## src/rtl/uart_tx_arbiter_if.sv

```systemverilog
`default_nettype none
// ============================================================================
// uart_tx_arbiter_if : requester handshake bundle (req/data/ack for A and B)
// Revision: 1.0
// ============================================================================
interface uart_tx_arbiter_if #(
   parameter int N_BITS = 8
);
   logic              req_a;
   logic              req_b;
   logic [N_BITS-1:0] data_a;
   logic [N_BITS-1:0] data_b;
   logic              ack_a;
   logic              ack_b;

   modport master (
      output req_a, req_b, data_a, data_b,
      input  ack_a, ack_b
   );

   modport slave (
      input  req_a, req_b, data_a, data_b,
      output ack_a, ack_b
   );
endinterface
`default_nettype wire

```

## src/rtl/uart_tx_arbiter.sv

```systemverilog
`default_nettype none
// ============================================================================
// uart_tx_arbiter : two-requester round-robin arbiter feeding an 8N1-style UART TX
// Revision: 1.0
// ============================================================================
module uart_tx_arbiter #(
   parameter int N_BITS    = 8,
   parameter int NUM_TICKS = 16
) (
   input  logic              clock,
   input  logic              reset,
   input  logic              ticks,
   uart_tx_arbiter_if.slave  bus,
   output logic              tx,
   output logic              tx_busy,
   output logic              grant_id
);

   localparam int TICK_W = (NUM_TICKS > 1) ? $clog2(NUM_TICKS) : 1;
   localparam int BIT_W  = (N_BITS > 1) ? $clog2(N_BITS) : 1;

   typedef enum logic [1:0] {
      IDLE  = 2'd0,
      START = 2'd1,
      DATA  = 2'd2,
      STOP  = 2'd3
   } state_t;

   state_t              state, state_nx;
   logic [TICK_W-1:0]   tick_cnt, tick_cnt_nx;
   logic [BIT_W-1:0]    bit_cnt, bit_cnt_nx;
   logic [N_BITS-1:0]   shift, shift_nx;
   logic                last_grant, last_grant_nx;
   logic                grant_id_nx;
   logic                ack_a_q, ack_b_q, ack_a_nx, ack_b_nx;
   logic                tx_nx, busy_nx;
   logic                winner;
   logic                bit_end;

   assign bus.ack_a = ack_a_q;
   assign bus.ack_b = ack_b_q;

   always_ff @(posedge clock or negedge reset) begin
      if (!reset) begin
         state      <= IDLE;
         tick_cnt   <= '0;
         bit_cnt    <= '0;
         shift      <= '0;
         last_grant <= 1'b1;
         grant_id   <= 1'b0;
         ack_a_q    <= 1'b0;
         ack_b_q    <= 1'b0;
         tx         <= 1'b1;
         tx_busy    <= 1'b0;
      end else begin
         state      <= state_nx;
         tick_cnt   <= tick_cnt_nx;
         bit_cnt    <= bit_cnt_nx;
         shift      <= shift_nx;
         last_grant <= last_grant_nx;
         grant_id   <= grant_id_nx;
         ack_a_q    <= ack_a_nx;
         ack_b_q    <= ack_b_nx;
         tx         <= tx_nx;
         tx_busy    <= busy_nx;
      end
   end

   always_comb begin
      state_nx      = state;
      tick_cnt_nx   = tick_cnt;
      bit_cnt_nx    = bit_cnt;
      shift_nx      = shift;
      last_grant_nx = last_grant;
      grant_id_nx   = grant_id;
      ack_a_nx      = 1'b0;
      ack_b_nx      = 1'b0;
      winner        = 1'b0;
      bit_end       = ticks && (tick_cnt == TICK_W'(NUM_TICKS - 1));

      case (state)
         IDLE: begin
            if (bus.req_a || bus.req_b) begin
               // Under contention the side not served last wins.
               winner        = (bus.req_a && bus.req_b) ? ~last_grant : bus.req_b;
               state_nx      = START;
               shift_nx      = winner ? bus.data_b : bus.data_a;
               grant_id_nx   = winner;
               last_grant_nx = winner;
               ack_a_nx      = ~winner;
               ack_b_nx      = winner;
               tick_cnt_nx   = '0;
               bit_cnt_nx    = '0;
            end
         end
         START: begin
            if (bit_end) begin
               tick_cnt_nx = '0;
               state_nx    = DATA;
            end else if (ticks) begin
               tick_cnt_nx = tick_cnt + 1'b1;
            end
         end
         DATA: begin
            if (bit_end) begin
               tick_cnt_nx = '0;
               shift_nx    = shift >> 1;
               if (bit_cnt == BIT_W'(N_BITS - 1)) begin
                  bit_cnt_nx = '0;
                  state_nx   = STOP;
               end else begin
                  bit_cnt_nx = bit_cnt + 1'b1;
               end
            end else if (ticks) begin
               tick_cnt_nx = tick_cnt + 1'b1;
            end
         end
         STOP: begin
            if (bit_end) begin
               tick_cnt_nx = '0;
               state_nx    = IDLE;
            end else if (ticks) begin
               tick_cnt_nx = tick_cnt + 1'b1;
            end
         end
         default: state_nx = IDLE;
      endcase

      // Line level is derived from the next state so tx itself is a flop.
      case (state_nx)
         START:   tx_nx = 1'b0;
         DATA:    tx_nx = shift_nx[0];
         default: tx_nx = 1'b1;
      endcase
      busy_nx = (state_nx != IDLE);
   end

endmodule
`default_nettype wire

```

## src/flat_wrapper.sv

```systemverilog
// flat-port wrapper written by rule: the top's interface ports become plain ports
module uart_tx_arbiter_flat 
#(
   parameter int N_BITS    = 8,
   parameter int NUM_TICKS = 16
)
  (clock, reset, ticks, tx, tx_busy, grant_id, bus_req_a, bus_req_b, bus_data_a, bus_data_b, bus_ack_a, bus_ack_b);
  uart_tx_arbiter_if #(.N_BITS(N_BITS)) bus_i ();
  input  logic clock;
  input  logic reset;
  input  logic ticks;
  output logic tx;
  output logic tx_busy;
  output logic grant_id;
  input wire logic [$bits(bus_i.req_a)-1:0] bus_req_a;
  input wire logic [$bits(bus_i.req_b)-1:0] bus_req_b;
  input wire logic [$bits(bus_i.data_a)-1:0] bus_data_a;
  input wire logic [$bits(bus_i.data_b)-1:0] bus_data_b;
  output wire logic [$bits(bus_i.ack_a)-1:0] bus_ack_a;
  output wire logic [$bits(bus_i.ack_b)-1:0] bus_ack_b;
  assign bus_i.req_a = bus_req_a;
  assign bus_i.req_b = bus_req_b;
  assign bus_i.data_a = bus_data_a;
  assign bus_i.data_b = bus_data_b;
  assign bus_ack_a = bus_i.ack_a;
  assign bus_ack_b = bus_i.ack_b;
  uart_tx_arbiter #(.N_BITS(N_BITS), .NUM_TICKS(NUM_TICKS)) u_core (.clock(clock), .reset(reset), .ticks(ticks), .bus(bus_i), .tx(tx), .tx_busy(tx_busy), .grant_id(grant_id));
endmodule
```

## config.mk

```make
export PLATFORM = sky130hd
export DESIGN_NAME = uart_tx_arbiter_flat
export DESIGN_NICKNAME = d
export VERILOG_FILES = /design/src/rtl/uart_tx_arbiter_if.sv /design/src/rtl/uart_tx_arbiter.sv /design/src/flat_wrapper.sv
export SDC_FILE = /design/constraint.sdc
export NUM_CORES = 1
export LEC_CHECK = 0
export CAP_MARGIN = 20
export CORE_MARGIN = 4
export CORE_UTILIZATION = 49
export CTS_CLUSTER_SIZE = 12
export DETAILED_ROUTE_END_ITERATION = 6
export PLACE_DENSITY_LB_ADDON = 0.05
export SETUP_SLACK_MARGIN = 0.1
export SLEW_MARGIN = 20
export SYNTH_ARGS = -nofsm -noshare
export SYNTH_HDL_FRONTEND = slang
export SYNTH_SLANG_ARGS = --single-unit
```

## constraint.sdc

```tcl
create_clock -name clock -period 2.2 [get_ports clock]
set_input_delay 0.33 -clock clock [delete_from_list [all_inputs] [get_ports clock]]
set_output_delay 0.33 -clock clock [all_outputs]
set_load 0.02 [all_outputs]
```

# Word level (Yosys, flattened, before mapping)
# Cells that the tools add are included.
op_classes:
  add_sub_neg: 2
  n_eq_ne: 10
  muxes: 24
  bitwise: 2
  n_reduce_logical: 10
ops:
  columns: ["operator", "count"]
  rows:
  - ["$mux W8", 3]
  - ["$pmux W8 S2", 1]
  - ["$mux W4", 3]
  - ["$mux W2", 5]
  - ["$mux W3", 3]
  - ["$pmux W2 S4", 1]
  - ["$pmux W4 S2", 1]
  - ["$eq A2 B2 Y1 const B", 3]
  - ["$pmux W3 S2", 1]
  - ["$mux W1", 5]
  - ["$add A4 B1 Y4 const B", 1]
  - ["$eq A2 B1 Y1 const B", 2]
  - ["$eq A4 B4 Y1 const B", 1]
  - ["$ne A2 B1 Y1 const B", 2]
  - ["$reduce_and A2 Y1", 2]
  - ["$reduce_bool A2 Y1", 2]
  - ["$add A3 B1 Y3 const B", 1]
  - ["$eq A3 B3 Y1 const B", 1]
  - ["$ne A3 B1 Y1 const B", 1]
  - ["$reduce_and A3 Y1", 1]
  - ["$reduce_or A3 Y1", 1]
  - ["$logic_and A1 B1 Y1", 2]
  - ["$logic_not A2 Y1", 1]
  - ["$not A1 Y1", 2]
  - ["2 further kinds", 2]
totals:
  reg_bits: 23
  in_bits: 21
  output_inout_bits: 5
  elab_cells: 59

# Depth between registers and ports, before layout
logic_depth:
  depth_word: 6
  depth_mapped: 6

# Least setup slack after synthesis
# OpenSTA, ideal clock, no wires.
synth_timing:
  kind: "register to register"
  from: "register u_core.tick_cnt[0]"
  to: "register u_core.tx_busy"
  setup_time_ns: 0.124
  t_arrival_ns: 1.495
  required_ns: 2.076
  slack_ns: 0.581
  path_stages_with_launch: 7
  cell_sequence: "dfrtp_1 -> ha_1 -> and4_1 -> buf_6 -> and3_1 -> o31a_1 -> or2_1"
synth_between:
  elab_chain_cells: 5
  elab_cells_between_ends: 7
  classes_between: "eq/ne: 1; mux: 4; reduce/logical: 2"
synth_lines:
  columns: ["item", "line_no", "rtl"]
  rows:
  - ["from (decl)", "uart_tx_arbiter.sv:30", "logic [TICK_W-1:0] tick_cnt, tick_cnt_nx;"]
  - ["from (signal assigned)", "uart_tx_arbiter.sv:57", "tick_cnt <= tick_cnt_nx;"]
  - ["$eq A4 B4 Y1 (*)", "uart_tx_arbiter.sv:79", "bit_end = ticks && (tick_cnt == TICK_W'(NUM_TICKS - 1));"]
  - ["$logic_and A1 B1 Y1 (*)", "uart_tx_arbiter.sv:79", null]
  - ["$mux W2, on equally long branches", "uart_tx_arbiter.sv:119, uart_tx_arbiter.sv:97, uart_tx_arbiter.sv:105", null]
  - ["$pmux W2 S4 (*)", "uart_tx_arbiter.sv:81", "case (state)"]
  - ["net u_core.state_nx[0]", "uart_tx_arbiter.sv:29", "state_t state, state_nx;"]
  - ["$reduce_bool A2 Y1 (*)", "uart_tx_arbiter.sv:135", "busy_nx = (state_nx != IDLE);"]
  - ["net u_core.busy_nx", "uart_tx_arbiter.sv:36", "logic tx_nx, busy_nx;"]
  - ["to (signal assigned)", "uart_tx_arbiter.sv:65", "tx_busy <= busy_nx;"]
  - ["to (decl)", "uart_tx_arbiter.sv:15", "output logic tx_busy,"]
# The timed path passes the listed nets; every way through them passes the cells marked *.
# A chain may end at the register's enable or synchronous reset.

# Worst setup path after layout
layout_timing:
  from: "register u_core.tx"
  to: "output tx"
layout_lines:
  columns: ["item", "line_no", "rtl"]
  rows:
  - ["from (decl)", "uart_tx_arbiter.sv:14", "output logic tx,"]
  - ["from (signal assigned)", "uart_tx_arbiter.sv:64", "tx <= tx_nx;"]
  - ["to (decl)", "flat_wrapper.sv:12", "output logic tx;"]
# No word-level cell between the ends.

==> impl_metrics.ini <==
[floorplan]
pin_count = 26
core_mm2 = 0.002255
initial_utilization_pct = 52.11
die_h_um = 56.97
dieArea_mm2 = 0.003245
rows = 17
fp.dieW_um = 56.97

[yosys]
ys_seq_area_share_pct = 49.20
ys_types = 44
syn_area_mm2 = 0.001175
netlist_instances = 108
post_synth.cell_area_avg_um2 = 10.88
synth_edf_count = 0
netlist.area_leader.share_pct = 44.73
yosys_warnings = 0
synthFlopType = dfrtp_1
async_reset_ff_share_pct = 100.0
synth-seq-cells = 23
yosysTopAreaCell = dfrtp_1
ys_top_cells_by_area = dfrtp_1, mux2i_1, a221o_1
syn-num-nets = 132

[sta]
fin_ws_ns = 0.4270
slew_violations = 0
worst_pin_slew_ns = 0.4206
slew_headroom_pct = 71.96
finClkSkew_ns = 0.007962
fmax_mhz = 564.0
tns_ns = 0
rsz0062_at_grt = false
finalSetupViolCount = 0
fin_crit_ns = 1.773
fin_crit_sh_pct = 80.59
finalHoldViolCount = 0

[global_route]
grtUsageTotal_pct = 16.75
grt_start_max_net_pins = 24
grt_overflow_total = 0
grt_pass1_vias = 1014
grt_antenna_before_repair = 0
grt_pass1_wl_um = 4347

[clocking]
path_clk_slew_ns = 0.13
ctsLongestPathBuffers = 2
hold_buffers = 0
tritoncts = built
cts_resized = 0
root_buffer = clkbuf_4
htreeDepth = 1
postCtsSetupBuffers = 0
clk_latency_ns = 0.31
clkSinkCount = 23
cts_made_buffers = 3

[cells_and_area]
final_nets = 160
design_area_mm2 = 0.001478
stdcell_count = 163
utilization_pct = 65.54
area_delta_synth_final_pct = 25.77
drive_above_1_share_pct = 11.85
diodes = 0

[placed_design]
io_buffers = 25
place_ws_ns = 0.2118
placed_cells = 159
dp_hpwl_um = 1983
gp_congestion = 0.7830
placed_area_mm2 = 0.001450

[setup_path]
crit_buf_inv = 1
cp_max_fo = 1
startpoint_type = flop
crit_family = buffers and inverters
r2r_slack_ns = 0.52
slowest_stage = clkdlybuf4s50_1
required_ns = 1.87
crit_type = flop to output pin
end_kind = output pin
cp.arrival_ns = 1.44
path_cells = clkdlybuf4s50_1
max_stage_delay_ns = 0.59

[run_status]
status = finished, final reports clean

[worst_hold_path]
hp-class = input pin to asynchronous set/reset pin

[route]
ant_nets = 0
drc_errors = 0
dr.pass1.iters = 4
drt_wl_total_um = 2601
via_count = 968
drt-initial-drc-count = 28
via_per_inst = 5.939
wl_per_cell_um = 15.96

[power]
ir_worst_vdd_uv = 494.6
power.density_mw_per_mm2 = 790.0
p_leak_nw = 0.6708

[flow_run]
cap_violations = 0
final timing paths:
path                            cells past startpoint               start                 to
worst max-delay path                                1           u_core.tx                 tx
worst min-delay path                                2               reset    u_core.shift[2]
worst max register to register                      5  u_core.tick_cnt[0]     u_core.tx_busy
worst min register to register                      1     u_core.grant_id    u_core.grant_id
max in group asynchronous                           2               reset  u_core.last_grant
min in group clock                                  1     u_core.grant_id    u_core.grant_id
power by group:
group	switching [W]	leakage, nW	internal [W]
logic	0.000129	0.362	0.000181
clock network	0.000132	0.0177	0.0000679
registers	0.000108	0.291	0.000549
total	0.000370	0.671	0.000798
cells in the mapped netlist, types with 2 or more instances:
library cell / count
dfstp_2: 2
nand2b_1: 2
clkbuf_1: 2
a21o_1: 3
a221o_1: 6
and3_1: 2
ha_1: 3
dfrtp_1: 21
nor2_1: 11
buf_2: 2
buf_6: 2
a21oi_1: 2
nand2_1: 3
nor3_1: 2
o21ai_0: 7
nand3_1: 4
mux2i_1: 7
area by class of cell:
class	instances	area, um2
Multi-Input combinational cell	78	553.0
Clock buffer	3	22.52
Clock inverter	1	5.005
Timing Repair Buffer	29	280.3
Fill cell	195	777.0
Inverter	1	3.754
Sequential cell	23	578.1
Tap cell	28	35.03
through the flow:
step	power [W]	hold WS, ns
floorplan	0.0008449	0.03441
global placement	0.0009536	0.4599
detailed placement	0.0009796	0.4779
CTS	0.001176	0.3657
global route	0.001239	0.3906
finish	0.001167	0.3570
flip-flops by register name (all words and copies together) (netlist names):
name / count
u_core.shift: 8
u_core.tick_cnt: 4
u_core.bit_cnt: 3
u_core.state: 2
u_core.bus.ack_a: 1
u_core.bus.ack_b: 1
u_core.grant_id: 1
u_core.last_grant: 1
u_core.tx: 1
u_core.tx_busy: 1
cells by family after synthesis:
logic type | synth area share, %
AOI/OAI and AO/OA | 18.96
and+or+nand+nor | 18.21
xor gates and xnor gates | 0.7456
muxes | 5.964
adders and majority gates | 3.195
buffers and inverters | 3.727
DFF | 49.20
metal layers:
| layer | GRT usage, % | vias to the layer above | share of wire, % |
|---|---|---|---|
| li1 | - | 461 | - |
| met1 | 19.19 | 476 | 40 |
| met2 | 32.14 | 27 | 55 |
| met3 | 2.036 | 4 | 4.0 |
| met4 | 4.967 | 0 | 1.0 |
| met5 | 0 | - | 0 |
cells in the final DEF, fill, tap and decap left out, drive strengths merged, types with 2 or more instances in the layout:
| cell type | instances |
|---|---|
| a21oi | 2 |
| ha | 3 |
| o21ai | 8 |
| nor3 | 2 |
| or2 | 2 |
| a21o | 4 |
| nand2 | 3 |
| and3 | 3 |
| a221o | 6 |
| nor2 | 12 |
| clkbuf | 3 |
| buf | 4 |
| clkdlybuf4s50 | 25 |
| nand2b | 2 |
| mux2i | 7 |
| dfstp | 2 |
| dfrtp | 21 |
| nor2b | 2 |
| nand3 | 4 |
(Power assumes the default switching activity.)
